<file path="config.mk">
export PLATFORM = sky130hd
export DESIGN_NAME = mem_arbiter
export DESIGN_NICKNAME = d
export VERILOG_FILES = /design/src/rtl/cpu_pkg.sv /design/src/rtl/mem_arbiter.sv
export SDC_FILE = /design/constraint.sdc
export NUM_CORES = 1
export LEC_CHECK = 0
export CAP_MARGIN = 20
export CORE_MARGIN = 2
export CORE_UTILIZATION = 40
export CTS_CLUSTER_DIAMETER = 50
export DETAILED_ROUTE_END_ITERATION = 8
export MAX_ROUTING_LAYER = met4
export PLACE_DENSITY = 0.81
export SETUP_SLACK_MARGIN = 0.2
export SLEW_MARGIN = 20
export SYNTH_ARGS = -nofsm -noshare
export SYNTH_HDL_FRONTEND = slang
export SYNTH_SLANG_ARGS = --single-unit
</file>
<file path="constraint.sdc">
create_clock -name clk -period 3.5 [get_ports clk]
set_input_delay 0.525 -clock clk [delete_from_list [all_inputs] [get_ports clk]]
set_output_delay 0.525 -clock clk [all_outputs]
set_load 0.03 [all_outputs]
</file>
<file path="src/rtl/cpu_pkg.sv">
// Shared CPU definitions: fetch NOP encoding and the SRAM arbiter state encoding.
package cpu_pkg;

    localparam int unsigned DATA_W = 16;
    localparam int unsigned ADDR_W = 16;

    localparam logic [DATA_W-1:0] NOP_INSTR = 16'h0800;

    typedef enum logic [1:0] {
        FETCH    = 2'd0,
        WR_SETUP = 2'd1,
        WR_PULSE = 2'd2
    } arb_state_t;

endpackage

</file>
<file path="src/rtl/mem_arbiter.sv">
// Single-port SRAM arbiter between instruction fetch and MEM-stage loads/stores.
// Loads complete in the fetch cycle; stores take three cycles (setup, pulse, hold).
module mem_arbiter
    import cpu_pkg::*;
(
    input  logic        clk,
    input  logic        rst,
    input  logic [15:0] if_addr,
    output logic [15:0] if_instr,
    output logic        ifkeep,
    input  logic        mem_rd,
    input  logic        mem_wr,
    input  logic [15:0] mem_addr,
    input  logic [15:0] mem_wdata,
    output logic [15:0] mem_rdata,
    output logic        mem_busy,
    output logic [15:0] ram_addr,
    output logic [15:0] ram_dout,
    input  logic [15:0] ram_din,
    output logic        ram_doe,
    output logic        ram_oe_n,
    output logic        ram_we_n,
    output logic [15:0] stall_cnt
);

    arb_state_t          state;
    logic [ADDR_W-1:0]   wr_addr;
    logic [DATA_W-1:0]   wr_data;

    // State, latched store payload, glitch-free write strobe and stall counter.
    always_ff @(posedge clk or posedge rst) begin
        if (rst) begin
            state     <= FETCH;
            ram_we_n  <= 1'b1;
            wr_addr   <= '0;
            wr_data   <= '0;
            stall_cnt <= '0;
        end else begin
            ram_we_n <= 1'b1;
            if (ifkeep) begin
                stall_cnt <= stall_cnt + 16'd1;
            end
            case (state)
                FETCH: begin
                    // A store wins over a simultaneous load.
                    if (mem_wr) begin
                        wr_addr  <= mem_addr;
                        wr_data  <= mem_wdata;
                        ram_we_n <= 1'b0;
                        state    <= WR_SETUP;
                    end
                end
                WR_SETUP: state <= WR_PULSE;
                WR_PULSE: state <= FETCH;
                default:  state <= FETCH;
            endcase
        end
    end

    // Bus steering and pipeline handshakes; forced idle while reset is high.
    always_comb begin
        if_instr  = NOP_INSTR;
        ifkeep    = 1'b0;
        mem_busy  = 1'b0;
        mem_rdata = '0;
        ram_addr  = if_addr;
        ram_dout  = wr_data;
        ram_doe   = 1'b0;
        ram_oe_n  = 1'b1;
        if (!rst) begin
            case (state)
                FETCH: begin
                    if (mem_wr) begin
                        ram_addr = mem_addr;
                        ram_dout = mem_wdata;
                        ram_doe  = 1'b1;
                        ifkeep   = 1'b1;
                        mem_busy = 1'b1;
                    end else if (mem_rd) begin
                        ram_addr  = mem_addr;
                        ram_oe_n  = 1'b0;
                        mem_rdata = ram_din;
                        ifkeep    = 1'b1;
                    end else begin
                        ram_oe_n = 1'b0;
                        if_instr = ram_din;
                    end
                end
                WR_SETUP: begin
                    ram_addr = wr_addr;
                    ram_doe  = 1'b1;
                    ifkeep   = 1'b1;
                    mem_busy = 1'b1;
                end
                WR_PULSE: begin
                    ram_addr = wr_addr;
                    ram_doe  = 1'b1;
                    ifkeep   = 1'b1;
                end
                default: ;
            endcase
        end
    end

endmodule

</file>
==> results of run 1 <==
sequential cells by signal, summed over array words and instances (netlist names):
signal / cells
stall_cnt: 16
wr_data: 16
ram_we_n: 1
state: 2
wr_addr: 16
power groups by stage:
stage                     combinational (mW)  clock (mW)  sequential (mW)
after detailed placement                2.03           0             1.00
after floorplan                         1.29           0             1.02
after global routing                    2.17       0.371             1.02
final                                   2.01       0.331            0.992
after global placement                  2.00           0            0.982
after CTS                               2.04       0.343            0.989
layout make-up:
class / count / area share
well taps: 99 / 0.0278
clock inverters: 2 / 0.00281
inverters: 7 / 0.00590
clock buffers: 6 / 0.0163
flip-flops and latches: 51 / 0.287
multi-input cells: 202 / 0.344
repair buffers: 158 / 0.316
cells in the final DEF (no fill, tap or decap), types with 2 or more instances in the layout:
cell,instances
dfrtp_1,50
clkdlybuf4s50_1,89
ha_1,6
xnor2_1,7
nor2_2,3
nor4_1,2
nor2_1,4
a22oi_1,16
xor2_1,8
inv_1,6
nand4_1,5
nor3_1,7
nand3_1,4
buf_4,69
o21ai_0,18
nand2_1,29
and2_1,31
nand2b_4,2
clkbuf_8,5
mux2_2,48
worst reg2reg max path, delay by kind of cell, from the launching register on:
kind            cells  cell delay [ps]
compound gates      1              120
xor+xnor            1              220
fa+ha+maj           1              590
buf+inv             2              360
flops               1              420
simple gates        1              330
path summary, 6_finish.rpt:
kind	to	start	slack (ps)
max	ifkeep	state[0]	510
min in group asynchronous	state[0]	rst	910
min	stall_cnt[7]	stall_cnt[7]	510
max reg2reg	stall_cnt[13]	state[0]	1370
max in group asynchronous	wr_data[12]	rst	2160
min reg2reg	stall_cnt[7]	stall_cnt[7]	510
metal layers:
metal,track usage,part of all wire,wire [um],vias up
met2,0.354,0.53,4060,103
li1,-,-,-,1256
met1,0.213,0.40,3070,1217
met5,-,0,0,-
met3,0.0314,0.068,528,4
met4,0.0529,0.0094,73,0
metrics by stage:
step,hold slack (ps),instance area [um2],std cells,util,power (mW)
after detailed placement,490,4370,517,0.612,3.03
final,508,4460,525,0.624,3.34
after global routing,517,4460,525,0.624,3.56
after floorplan,474,2900,273,-,2.31
after CTS,507,4460,525,0.624,3.37
after global placement,462,4370,517,0.612,2.98
cell families (layout without fill, tap and decap cells):
| logic type | Yosys count | in the layout | share of synthesized area |
|---|---|---|---|
| AND/OR/NAND/NOR | 92 | 92 | 0.175 |
| flip-flops | 51 | 51 | 0.441 |
| multiplexers | 48 | 48 | 0.187 |
| AO/OA/AOI/OAI | 41 | 41 | 0.0968 |
| buffers and inverters | 20 | 173 | 0.0294 |
| XOR/XNOR | 15 | 15 | 0.0454 |
| adder cells (fa/ha/maj) | 6 | 6 | 0.0259 |
==> impl_metrics.ini, run 1 <==
[outcome]
status = completed

[logic_synthesis]
synth_edf_count = 0
avgSynthCellArea_um2 = 10.6
synth_top_area_frac = 0.432
yosysWarnings = 0
synth_nets = 347
synth_area_leaders = dfrtp_1, mux2_2, and2_1
synth_top_area_cell = dfrtp_1
yosysMostFrequentCell = dfrtp_1
synth_cell_types = 32
ys_seq_elements = 51
ys_seq_area_frac = 0.441
synthCells = 273
syn_area_um2 = 2900
synth_flop_cell = dfrtp_1
synth_common_cells = dfrtp_1, mux2_2, and2_1, nand2_1, o21ai_0
async_flop_share = 1.00

[power_and_ir_drop]
power.internal_mw = 1.86
switching_share = 0.443
combPwrFrac = 0.604
powerDensity_nw_per_um2 = 749
power_switching_mw = 1.48
seq_power_share = 0.297
leakage_nw = 2.00
power.clock.fraction = 0.099
peakVddDrop_v = 0.000393

[placement]
dp_hpwl_mm = 6.01
pre_cts_ws_ps = 562
port_buffers = 152
place_congestion = 0.791

[detailed_routing]
drc = 0
firstDrtPassIters = 4
vias = 2580
post_drt_via_cell_ratio = 4.91
drtIter0Drc = 60
wirelength_mm = 7.73
avgRoutedWirePerCell_um = 14.7
antenna_left = 0

[clock_tree]
clkSinkCount = 51
numCtsBuffers = 5
clock_latency_ps = 300
cts_htree_levels = 2
cts_resized = 0
clk_pin_slew_ps = 90
postCtsHoldBufs = 0
post_cts_buffers = 0
cts_tree = yes
cts_root_buf = clkbuf_8
cts_buffer_depth = 2

[die]
dieArea_um2 = 7940
fp.dieH_um = 89.1
start_util = 0.406
io_pins = 153
core_um2 = 7140
die_w_um = 89.1
rows = 31

[critical_path]
critical-path-top-delay-family = buffers and inverters
path_depth = 5
crit_path_end_kind = output pin
cpMostUsedCell = inv_1
crit_type = reg2out
worstPathCellList = inv_1 > ha_1 > o21ai_4 > inv_1 > clkdlybuf4s50_1
crit_fanout = 12
critPathMaxStageDelay_ps = 700
slowest_stage = clkdlybuf4s50_1
startpoint_type = flip-flop
critPathBufInv = 3
arrival_ps = 2470
reg2regPathDepth = 6
crit_required_ps = 2970

[finish]
fin_nets = 499
drive_gt1_frac = 0.322
antennaDiodeCount = 0
regArea_um2 = 1280
fillCellCount = 611
area_delta_synth_final_pct = 53.8
multi_input_area_um2 = 1530

[timing]
hold_viol = 0
fin_setup_tns_ps = 0
rsz0062_at_grt = no
fin_crit_ps = 2990
setup_viol = 0
slew_violations = 0
fin_crit_sh = 0.854
tightest_slew_ps = 632
setup_ws_ps = 510
fmax_ghz = 0.334
relSlewSlack = 0.579
skew_ps = 10.5

[flow_run]
cap_violations = 0

[global_routing]
grt-ovfl-total = 0
antenna_found_initial = 0
grt_pass1_vias = 2402
groute.usage.overall = 0.192
grt_pass1_wl_mm = 11.4
grt_max_degree = 52

[min_path]
hold_class = reg2reg
whs_path_depth = 1
Power figures use the tool's default switching activity.
==> inputs of run 2 (changes only) <==
CAP_MARGIN = not set   (was 20)
REMOVE_ABC_BUFFERS = 1   (was not set)
==> run 2 against run 1 <==
  * Via count grew 1.7%
  * Utilization grew 1.2 points
  * Largest cell class unchanged
  * Clock power grew 18%
  * Register-to-register slack gained 330 ps
  * Worst setup slack lost 200 ps
  * Final cell count shrank 0.57%
  * Clock-buffer cell count is the same
  * Sequential share of layout area shrank 0.53 points
  * Largest power group unchanged
  * Non-clock buffer count shrank 2
  * Sequential power shrank 0.7%
  * Fmax shrank 6.4%
==> impl_metrics.ini, run 2 (same netlist as run 1, synthesis figures left out) <==
[detailed_routing]
drtIter0Drc = 100
antenna_left = 0
firstDrtPassIters = 4
drc = 0
avgRoutedWirePerCell_um = 15.0
post_drt_via_cell_ratio = 5.02
wirelength_mm = 7.83
vias = 2623

[critical_path]
arrival_ps = 2670
slowest_stage = clkdlybuf4s50_1
crit_type = reg2out
path_depth = 7
startpoint_type = flip-flop
cpMostUsedCell = nand2b_4
reg2reg_to = wr_data[3]
timing.rr.start = state[0]
startpoint = state[1]
critPathMaxStageDelay_ps = 670
crit_fanout = 15
crit_path_end_kind = output pin
critical-path-top-delay-family = buffers and inverters
crit_required_ps = 2970
worstPathCellList = inv_1 > ha_1 > nand2b_4 > nand2b_4 > nor2_2 > and2_1 > clkdlybuf4s50_1
critPathBufInv = 2
reg2regPathDepth = 5
reg2reg_slack_ps = 1700
critPathCapture = if_instr[4]

[timing]
tightest_slew_ps = 653
relSlewSlack = 0.564
fin_crit_sh = 0.913
rsz0062_at_grt = yes
fin_crit_ps = 3190
slew_violations = 0
skew_ps = 7.70
fmax_ghz = 0.313
fin_setup_tns_ps = 0
setup_viol = 0
hold_viol = 0

[placement]
place_congestion = 0.778
port_buffers = 152
dp_hpwl_mm = 6.08

[die]
dieArea_um2 = 7940
start_util = 0.406
io_pins = 153
fp.dieH_um = 89.1
core_um2 = 7140
die_w_um = 89.1
rows = 31

[finish]
regArea_um2 = 1280
fillCellCount = 625
final_common_cell = clkdlybuf4s50_1
area_delta_synth_final_pct = 56.7
fin_nets = 497
antennaDiodeCount = 0
layout_common_cells = clkdlybuf4s50_1, dfrtp_1, mux2_2
final_util = 0.636
multi_input_area_um2 = 1540
top_regs = stall_cnt: 16 flops, wr_addr: 16 flops, wr_data: 16 flops
drive_gt1_frac = 0.246

[global_routing]
grt_max_degree = 52
groute.usage.overall = 0.196
grt_pass1_vias = 2599
antenna_found_initial = 0
grt_pass1_wl_mm = 11.9
grt-ovfl-total = 0

[outcome]
status = completed

[clock_tree]
numCtsBuffers = 5
clkSinkCount = 51
postCtsHoldBufs = 0
cts_root_buf = clkbuf_8
clk_pin_slew_ps = 80
clock_latency_ps = 300
cts_tree = yes
post_cts_buffers = 0
cts_buffer_depth = 2
cts_resized = 0
cts_htree_levels = 2

[power_and_ir_drop]
leakage_nw = 1.94
power_mw = 3.38
peakVddDrop_v = 0.000447
powerDensity_nw_per_um2 = 745

[flow_run]
cap_violations = 0

[min_path]
hold_class = reg2reg
run 2: metal layers:
layer,up-vias,track usage,share of wire
met5,-,-,0
met4,0,0.0543,0.017
met3,9,0.0369,0.077
met2,98,0.367,0.54
met1,1270,0.209,0.37
li1,1246,-,-
run 2: how the worst min path moves through the flow:
stage	from	endpoint	slack, ps	cells after the start
floorplan	wr_data[0]	wr_data[0]	470	1
global placement	stall_cnt[15]	stall_cnt[15]	470	1
detailed placement	stall_cnt[11]	stall_cnt[11]	480	1
CTS	stall_cnt[13]	stall_cnt[13]	500	1
global route	stall_cnt[11]	stall_cnt[11]	520	1
finish	stall_cnt[13]	stall_cnt[13]	500	1
run 2: area by class of cell:
| cell class | count | area share |
|---|---|---|
| sequential | 51 | 0.281 |
| timing repair buffer | 156 | 0.324 |
| clock buffer | 6 | 0.0160 |
| multi-input combinational | 202 | 0.339 |
| clock inverter | 1 | 0.00662 |
| tap | 99 | 0.0273 |
| inverter | 7 | 0.00579 |
run 2: metrics by stage:
step           area, um2  hold slack [ps]  instances  worst slack (ps)
5_1_grt             4540              520        522               148
3_3_place_gp        4430              466        515               505
4_1_cts             4540              501        522               285
6_report            4540              499        522               305
3_5_place_dp        4430              483        515               461
2_1_floorplan       2840              474        260               220
run 2: where the power goes:
part	internal [mW]	total [mW]	switching [mW]
sequential	0.829	0.985	0.156
clock	0.210	0.390	0.180
combinational	0.885	2.01	1.12
